### config.mk
export PLATFORM = sky130hd
export DESIGN_NAME = mult_error_monitor
export DESIGN_NICKNAME = d
export VERILOG_FILES = /design/src/rtl/mult_error_monitor.sv
export SDC_FILE = /design/constraint.sdc
export NUM_CORES = 1
export LEC_CHECK = 0
export BUFFER_PORTS_ARGS = -buffer_cell sky130_fd_sc_hd__buf_2
export CAP_MARGIN = 20
export CORE_MARGIN = 2
export CORE_UTILIZATION = 27
export CTS_BUF_LIST = sky130_fd_sc_hd__clkbuf_16
export DETAILED_ROUTE_END_ITERATION = 7
export PLACE_DENSITY = 0.5
export SKIP_CTS_REPAIR_TIMING = 1
export SYNTH_ARGS = -nofsm -noshare
export SYNTH_HDL_FRONTEND = slang
export SYNTH_SLANG_ARGS = --single-unit
### constraint.sdc
create_clock -name clk -period 15.6 [get_ports clk]
set_input_delay 1.56 -clock clk [delete_from_list [all_inputs] [get_ports clk]]
set_output_delay 1.56 -clock clk [all_outputs]
set_load 0.05 [all_outputs]
### src/rtl/mult_error_monitor.sv
`default_nettype none
// ============================================================================
// Module   : mult_error_monitor
// Purpose  : Exhaustive stimulus driver and result checker for an (approximate)
//            multiplier. Sweeps every operand pair (in2 inner loop), compares
//            {overflow,out} against the exact unsigned product and accumulates
//            error statistics: mismatch count, max / summed error distance and
//            the first failing operand pair.
// Ports    : clk, rst (async, active-high)
//            start            - begin a sweep (accepted in IDLE or DONE only)
//            busy / done      - sweep in progress / sweep complete (held)
//            in1, in2         - operands driven to the multiplier
//            out, overflow    - product low / high halves from the multiplier
//            err_count        - number of mismatching pairs
//            max_err          - largest |result - exact|
//            err_sum          - sum of |result - exact|
//            first_fail_*     - valid flag and operands of the first mismatch
// Revision : 1.0 - initial release
// ============================================================================
module mult_error_monitor #(
  parameter int WIDTH  = 6,
  parameter int SETTLE = 1
) (
  input  logic                 clk,
  input  logic                 rst,
  input  logic                 start,
  output logic                 busy,
  output logic                 done,
  output logic [WIDTH-1:0]     in1,
  output logic [WIDTH-1:0]     in2,
  input  logic [WIDTH-1:0]     out,
  input  logic [WIDTH-1:0]     overflow,
  output logic [2*WIDTH:0]     err_count,
  output logic [2*WIDTH-1:0]   max_err,
  output logic [4*WIDTH-1:0]   err_sum,
  output logic                 first_fail_valid,
  output logic [WIDTH-1:0]     first_fail_in1,
  output logic [WIDTH-1:0]     first_fail_in2
);

  localparam int                CW            = (SETTLE > 1) ? $clog2(SETTLE) : 1;
  localparam logic [CW-1:0]     C_SETTLE_LAST = CW'(SETTLE - 1);
  localparam logic [WIDTH-1:0]  C_OP_MAX      = '1;

  typedef enum logic [1:0] {
    S_IDLE   = 2'd0,
    S_DRIVE  = 2'd1,
    S_SAMPLE = 2'd2,
    S_DONE   = 2'd3
  } state_t;

  state_t           r_state;
  logic [CW-1:0]    r_settle_cnt;

  logic [2*WIDTH-1:0] w_res;
  logic [2*WIDTH-1:0] w_exact;
  logic [2*WIDTH-1:0] w_diff;
  logic               w_err;
  logic               w_last_pair;
  logic               w_start_ok;

  assign w_res       = {overflow, out};
  assign w_exact     = (2*WIDTH)'(in1) * (2*WIDTH)'(in2);
  // Absolute distance without needing a signed intermediate.
  assign w_diff      = (w_res >= w_exact) ? (w_res - w_exact) : (w_exact - w_res);
  assign w_err       = (w_diff != '0);
  assign w_last_pair = (in1 == C_OP_MAX) && (in2 == C_OP_MAX);
  assign w_start_ok  = start && ((r_state == S_IDLE) || (r_state == S_DONE));

  always_ff @(posedge clk or posedge rst) begin
    if (rst) begin
      r_state          <= S_IDLE;
      r_settle_cnt     <= '0;
      busy             <= 1'b0;
      done             <= 1'b0;
      in1              <= '0;
      in2              <= '0;
      err_count        <= '0;
      max_err          <= '0;
      err_sum          <= '0;
      first_fail_valid <= 1'b0;
      first_fail_in1   <= '0;
      first_fail_in2   <= '0;
    end else begin
      if (w_start_ok) begin
        // Fresh sweep: clear statistics and restart from pair (0,0).
        r_state          <= S_DRIVE;
        r_settle_cnt     <= '0;
        busy             <= 1'b1;
        done             <= 1'b0;
        in1              <= '0;
        in2              <= '0;
        err_count        <= '0;
        max_err          <= '0;
        err_sum          <= '0;
        first_fail_valid <= 1'b0;
        first_fail_in1   <= '0;
        first_fail_in2   <= '0;
      end else begin
        case (r_state)
          S_DRIVE: begin
            // Hold operands for SETTLE cycles so the multiplier output settles.
            if (r_settle_cnt == C_SETTLE_LAST) begin
              r_state      <= S_SAMPLE;
              r_settle_cnt <= '0;
            end else begin
              r_settle_cnt <= r_settle_cnt + CW'(1);
            end
          end

          S_SAMPLE: begin
            if (w_err) begin
              err_count <= err_count + (2*WIDTH+1)'(1);
              err_sum   <= err_sum + (4*WIDTH)'(w_diff);
              if (w_diff > max_err) begin
                max_err <= w_diff;
              end
              if (!first_fail_valid) begin
                first_fail_valid <= 1'b1;
                first_fail_in1   <= in1;
                first_fail_in2   <= in2;
              end
            end

            if (w_last_pair) begin
              // Operands remain on the final pair while in DONE.
              r_state <= S_DONE;
              busy    <= 1'b0;
              done    <= 1'b1;
            end else begin
              r_state <= S_DRIVE;
              in2     <= in2 + WIDTH'(1);
              if (in2 == C_OP_MAX) begin
                in1 <= in1 + WIDTH'(1);
              end
            end
          end

          S_IDLE: begin
            busy <= 1'b0;
            done <= 1'b0;
          end

          S_DONE: begin
            busy <= 1'b0;
            done <= 1'b1;
          end

          default: begin
            r_state <= S_IDLE;
            busy    <= 1'b0;
            done    <= 1'b0;
          end
        endcase
      end
    end
  end

endmodule
`default_nettype wire

Yosys cells after proc, flatten, opt, wreduce, memory -nomap -nowiden. Index checks and enable logic that the tools add are counted. Widths: inputs -> output; s select.

Register bits: 79. Bits of input ports: 15. Output and inout port bits: 76. Logic and storage cells: 95.

Reduce and logical (&&, ||, !) cells: 22. Order comparisons: 2. Add/sub/neg operators: 7. Eq/ne operators: 9. Mux-type cells: 42. Multipliers: 1.

Operators with widths (count): $mux 6 (15); $mux 24 (3); $mux 12 (5); $mux 13 (3); $add 24x12->24 (1); $sub 12x12->12 (2); $add 13x1->13 const B (1); $add 6x1->6 const B (2); $eq 6x6->1 const B (2); $ge 12x12->1 (1); $gt 12x12->1 (1); $mul 6x6->12 (1); $reduce_bool 12->1 (1); $mux 1 (10); $reduce_and 2->1 (5); $reduce_bool 2->1 (5); $reduce_and 3->1 (3); $mux 2 (3); $ne 3x3->1 const B (2); $reduce_bool 3->1 (2); $eq 2x2->1 const B (2); $ne 2x1->1 const B (2); $pmux 2 s2 (1); $reduce_bool 4->1 (1); other kinds (8) (9).

Depth between registers and ports, before layout.
Depth after elaboration: 8. Gate-level depth with buffers: 36. Depth with buffers taken out: 34.

Least setup slack after synthesis. Ideal clock, no wire load.

Path kind: reg-to-reg. Start point: reg in1[2]. End point: reg err_sum[18]. Data required time: 15.504 ns. Stages on the path, launching flop included: 35. Period minus slack after synthesis: 7.283 ns. Buffers on the path: 2. Arrival: 7.187 ns. Slack: 8.317 ns. Setup time: 0.096 ns. Cell sequence: dfrtp_1 > clkbuf_1 > and2_1 > fa_1 > fa_1 > inv_1 > fa_1 > inv_1 > ha_1 > inv_1 > o21bai_1 > a21oi_1 > o21bai_1 > a21o_1 > a21oi_1 > xor2_1 > ha_1 > nand2_1 > a21o_1 > o21a_1 > nand2_2 > mux2i_1 > xor2_1 > ha_1 > nor2b_1 > o21a_1 > o21ai_0 > a31oi_1 > o31ai_1 > a21oi_1 > and3_1 > buf_1 > a21oi_1 > o21ai_0 > o31ai_1.

Cells in the longest elaborated chain, start to end: 7. Elaborated cells on any way between the ends: 12. Those cells by class: add/sub: 3; mul: 1; order compare: 1; mux: 4; reduce/logical: 3.

Ends and longest elaborated chain: from (decl) (RTL line 29) `output logic [WIDTH-1:0] in1,`; from (signal assigned) (RTL line 134) `in1 <= in1 + WIDTH'(1);`; $mul 6x6->12 * (RTL line 63) `assign w_exact = (2*WIDTH)'(in1) * (2*WIDTH)'(in2);`; $sub 12x12->12 / $ge 12x12->1 (equally long branches) (RTL line 65) `assign w_diff = (w_res >= w_exact) ? (w_res - w_exact) : (w_exact - w_res);`; $mux 12 * (RTL line 65); $add 24x12->24 (RTL line 114) `err_sum <= err_sum + (4*WIDTH)'(w_diff);`; $mux 24 (RTL line 112) `if (w_err) begin`; $mux 24 (RTL line 100) `case (r_state)`; $mux 24 (RTL line 85) `if (w_start_ok) begin`; to (signal assigned) (RTL line 114); to (decl) (RTL line 35) `output logic [4*WIDTH-1:0] err_sum,`.

Every way passes the cells marked *; elsewhere a longest branch is shown, timed or not. The select of a mux whose other input is x is not followed. A chain may end at the register's enable or synchronous reset.

Worst setup path in the final report.
Start point: reg in1[2]. End point: reg max_err[2].

Cells in the longest elaborated chain, start to end: 7. Elaborated cells on any way between the ends: 14. Those cells by class: add/sub: 2; mul: 1; order compare: 2; mux: 5; reduce/logical: 4.

Ends and longest elaborated chain: $mul 6x6->12 * (RTL line 63); $sub 12x12->12 / $ge 12x12->1 (equally long branches) (RTL line 65); $mux 12 * (RTL line 65); parallel branches: the longest is 4 deep, another holds $gt 12x12->1; to (signal assigned) (RTL line 116) `max_err <= w_diff;`; to (decl) (RTL line 34) `output logic [2*WIDTH-1:0] max_err,`.

Mark *: on every way between the ends. The select of a mux whose other input is x is not followed.

==> run summary <==
Outcome: finished clean
Vias: 5543
Slew Limit Fails: 0
Clock Path Buffers: 2
Pre-CTS setup slack: 7.852 ns
R2R setup slack: 7.83 ns
Setup_tns: 0 ns
CP max FO: 11
Final HPWL DP: 13730 µm
DRC: 0
Die X: 161.9 µm
Die Y-Extent: 161.9 µm
RR Startpoint: in1[2]
Crit path required time: 15.83 ns
PwrDens: 128.0 nW/µm²
GR peak layer: met2
Nets@finish: 937
Number of detailed-route iterations in the first pass: 5
Static Leak: 3.912 nW
Yosys warns: 0
Routed vias/inst: 4.787
Commonest non-fill, non-tap cells in the layout: buf_2, inv_1, dfrtp_1
Skew final: 0.01194 ns
Initial core utilization: 0.2760
H-tree depth reported by CTS: 3
DR WL/cell: 15.35 µm
Largest stage delay, worst path: 0.57 ns
Worst Tran Pin Value: 0.7960 ns
Post-Synthesis Cells: 760
Top_reg_cell synth: dfrtp_1
Post-route cell area: 7731 µm²
Non-Filler Instances: 1158
GPL Wtd Cong: 0.8241
Syn_nets: 868
Max Cap Violations: 0
Final setup violation count: 0
Tmin final: 7.774 ns
Placed Cells: 1142
Slew margin rel.: 0.4674
Top delay family on crit path: adder cells
GR Util met1: 0.1887
Cell area after synthesis: 6733 µm²
Clock latency on the worst-skew pair: 0.35 ns
Hold Slack: 0.4760 ns
Max Fclk: 128.6 MHz
Hold Violations, Final: 0
Worst-path clk slew: 0.07 ns
Post-synth EDFFs: 0
Reg2reg end: max_err[2]
Layout cells sized above 1: 0.1535
Setup ws final: 7.826 ns
Antenna viol nets, final: 0
Critical path endpoint category: register
Vias in the first global route: 5621
Crit path launch type: register
Most common cell after layout, fill and taps aside: buf_2
GRT overflow: 0
Placed Instance Area: 7440 µm²
RSZ-0062 raised after global routing: false
Post-synthesis async set-or-reset flop share: 1.000
Yosys cell types: 62
IO Count: 91
Root buffer cell: clkbuf_16
Slowest-stage cell, CP: fa_1
Port bufs: 90
Worst setup path start: in1[2]
Layout area overhead: 14.83%
Syn avg cell area: 8.859 µm²
Critical Path Stages: 29
TritonCTS clock tree: done
GR Util met3: 0.02860
Worst Reg-to-Reg Cells: 29
CTS sink cnt: 78
Crit path buffers/inverters: 3
# rows: 57
Flops & latches, synth: 78
# diodes: 0
DIE AREA: 26210 µm²
Worst VDD drop: 48.87 µV
Routed wire length: 17780 µm
Core area: 24390 µm²
Overall global routing resource usage: 0.1408
Tightest Hold Check Type: register to register
Sequential-to-total area share from yosys stat: 0.2899
Crit path DAT: 8.00 ns
Crit share post-route: 0.4984
Initial antenna violation count: 0
GR Layer Usage met2: 0.2308
First-pass GRT wire length: 29380 µm
DRT iter0 DRCs: 305
Critical Path Sink: max_err[2]
Crit Path Class: register to register
Largest net degree at the start of global routing: 54
CTS buffer count: 9
## synth_stat cells, types with 3 or more instances
| library cell | number | area [µm²] |
|---|---|---|
| inv_1 | 82 | 307.8 |
| dfrtp_1 | 78 | 1952 |
| ha_1 | 73 | 913.4 |
| a21oi_1 | 53 | 265.3 |
| o21ai_0 | 50 | 250.2 |
| nand2_1 | 45 | 168.9 |
| nor2_1 | 34 | 127.6 |
| a22o_1 | 32 | 280.3 |
| and2_1 | 31 | 193.9 |
| xnor2_1 | 23 | 201.4 |
| fa_1 | 20 | 400.4 |
| clkbuf_1 | 19 | 71.32 |
| a21o_1 | 17 | 127.6 |
| o31ai_1 | 16 | 120.1 |
| and3_1 | 15 | 93.84 |
| nand2b_1 | 15 | 93.84 |
| nand3_1 | 14 | 70.07 |
| xor2_1 | 14 | 122.6 |
| nor3_1 | 10 | 50.05 |
| o21a_1 | 10 | 75.07 |
| buf_2 | 8 | 40.04 |
| nand4_1 | 8 | 50.05 |
| nor2b_1 | 8 | 50.05 |
| o21bai_1 | 6 | 45.04 |
| a31oi_1 | 5 | 31.28 |
| mux2i_1 | 5 | 50.05 |
| or3_1 | 5 | 31.28 |
| buf_4 | 4 | 30.03 |
| buf_6 | 4 | 45.04 |
| o2bb2ai_1 | 4 | 35.03 |
| or2_2 | 4 | 25.02 |
| buf_1 | 3 | 11.26 |
| nand3b_1 | 3 | 22.52 |
| o22ai_1 | 3 | 18.77 |
| or2_1 | 3 | 18.77 |
## kinds of logic (layout without fill, tap and decap cells)
kind of cell / Yosys count / after routing / synth area share
compound gates: 222 / 222 / 0.2245
simple gates: 205 / 205 / 0.1598
buf+inv: 120 / 194 / 0.07508
fa+ha+maj: 93 / 93 / 0.1951
flops: 78 / 78 / 0.2899
xor+xnor: 37 / 37 / 0.04813
mux: 5 / 5 / 0.007434
## area by class of cell
class	instances	area [µm²]
fillers	2602	16660
multi-input cells	562	4278
flip-flops and latches	78	1952
repair buffers	96	495.5
well taps	324	405.4
inverters	82	309.0
clock buffers	9	225.2
clock inverters	7	66.31
## layer usage
layer	share of wire	wire length (µm)
met4	0.013	228
met1	0.47	8434
met3	0.045	796
met5	0	0
met2	0.47	8320
## report_power, final
group	total, mW	internal [mW]	switching, mW
clock	0.208	0.111	0.0966
combinational	0.503	0.159	0.344
sequential	0.278	0.240	0.0377
## flip-flops by register name, summed over array words and instances (netlist names), 2 cells and up
register	cells
err_sum	24
err_count	13
max_err	12
first_fail_in1	6
first_fail_in2	6
in1	6
in2	6
r_state	2
## worst min-delay path by stage
stage                    end  cells after the start          start
2_1_floorplan     r_state[1]                      2     r_state[1]
3_3_place_gp   err_count[12]                      1  err_count[12]
3_5_place_dp     err_sum[23]                      1    err_sum[23]
4_1_cts        err_count[12]                      1  err_count[12]
5_1_grt        err_count[12]                      1  err_count[12]
6_report       err_count[12]                      1  err_count[12]
## per-stage QoR
stage,power (mW),utilization
after global placement,0.7907,0.3050
after floorplan,0.6683,-
final,0.9894,0.3170
after detailed placement,0.7909,0.3050
after global routing,1.068,0.3170
after CTS,1.004,0.3170
No activity file was read; power rests on OpenSTA's default activity.
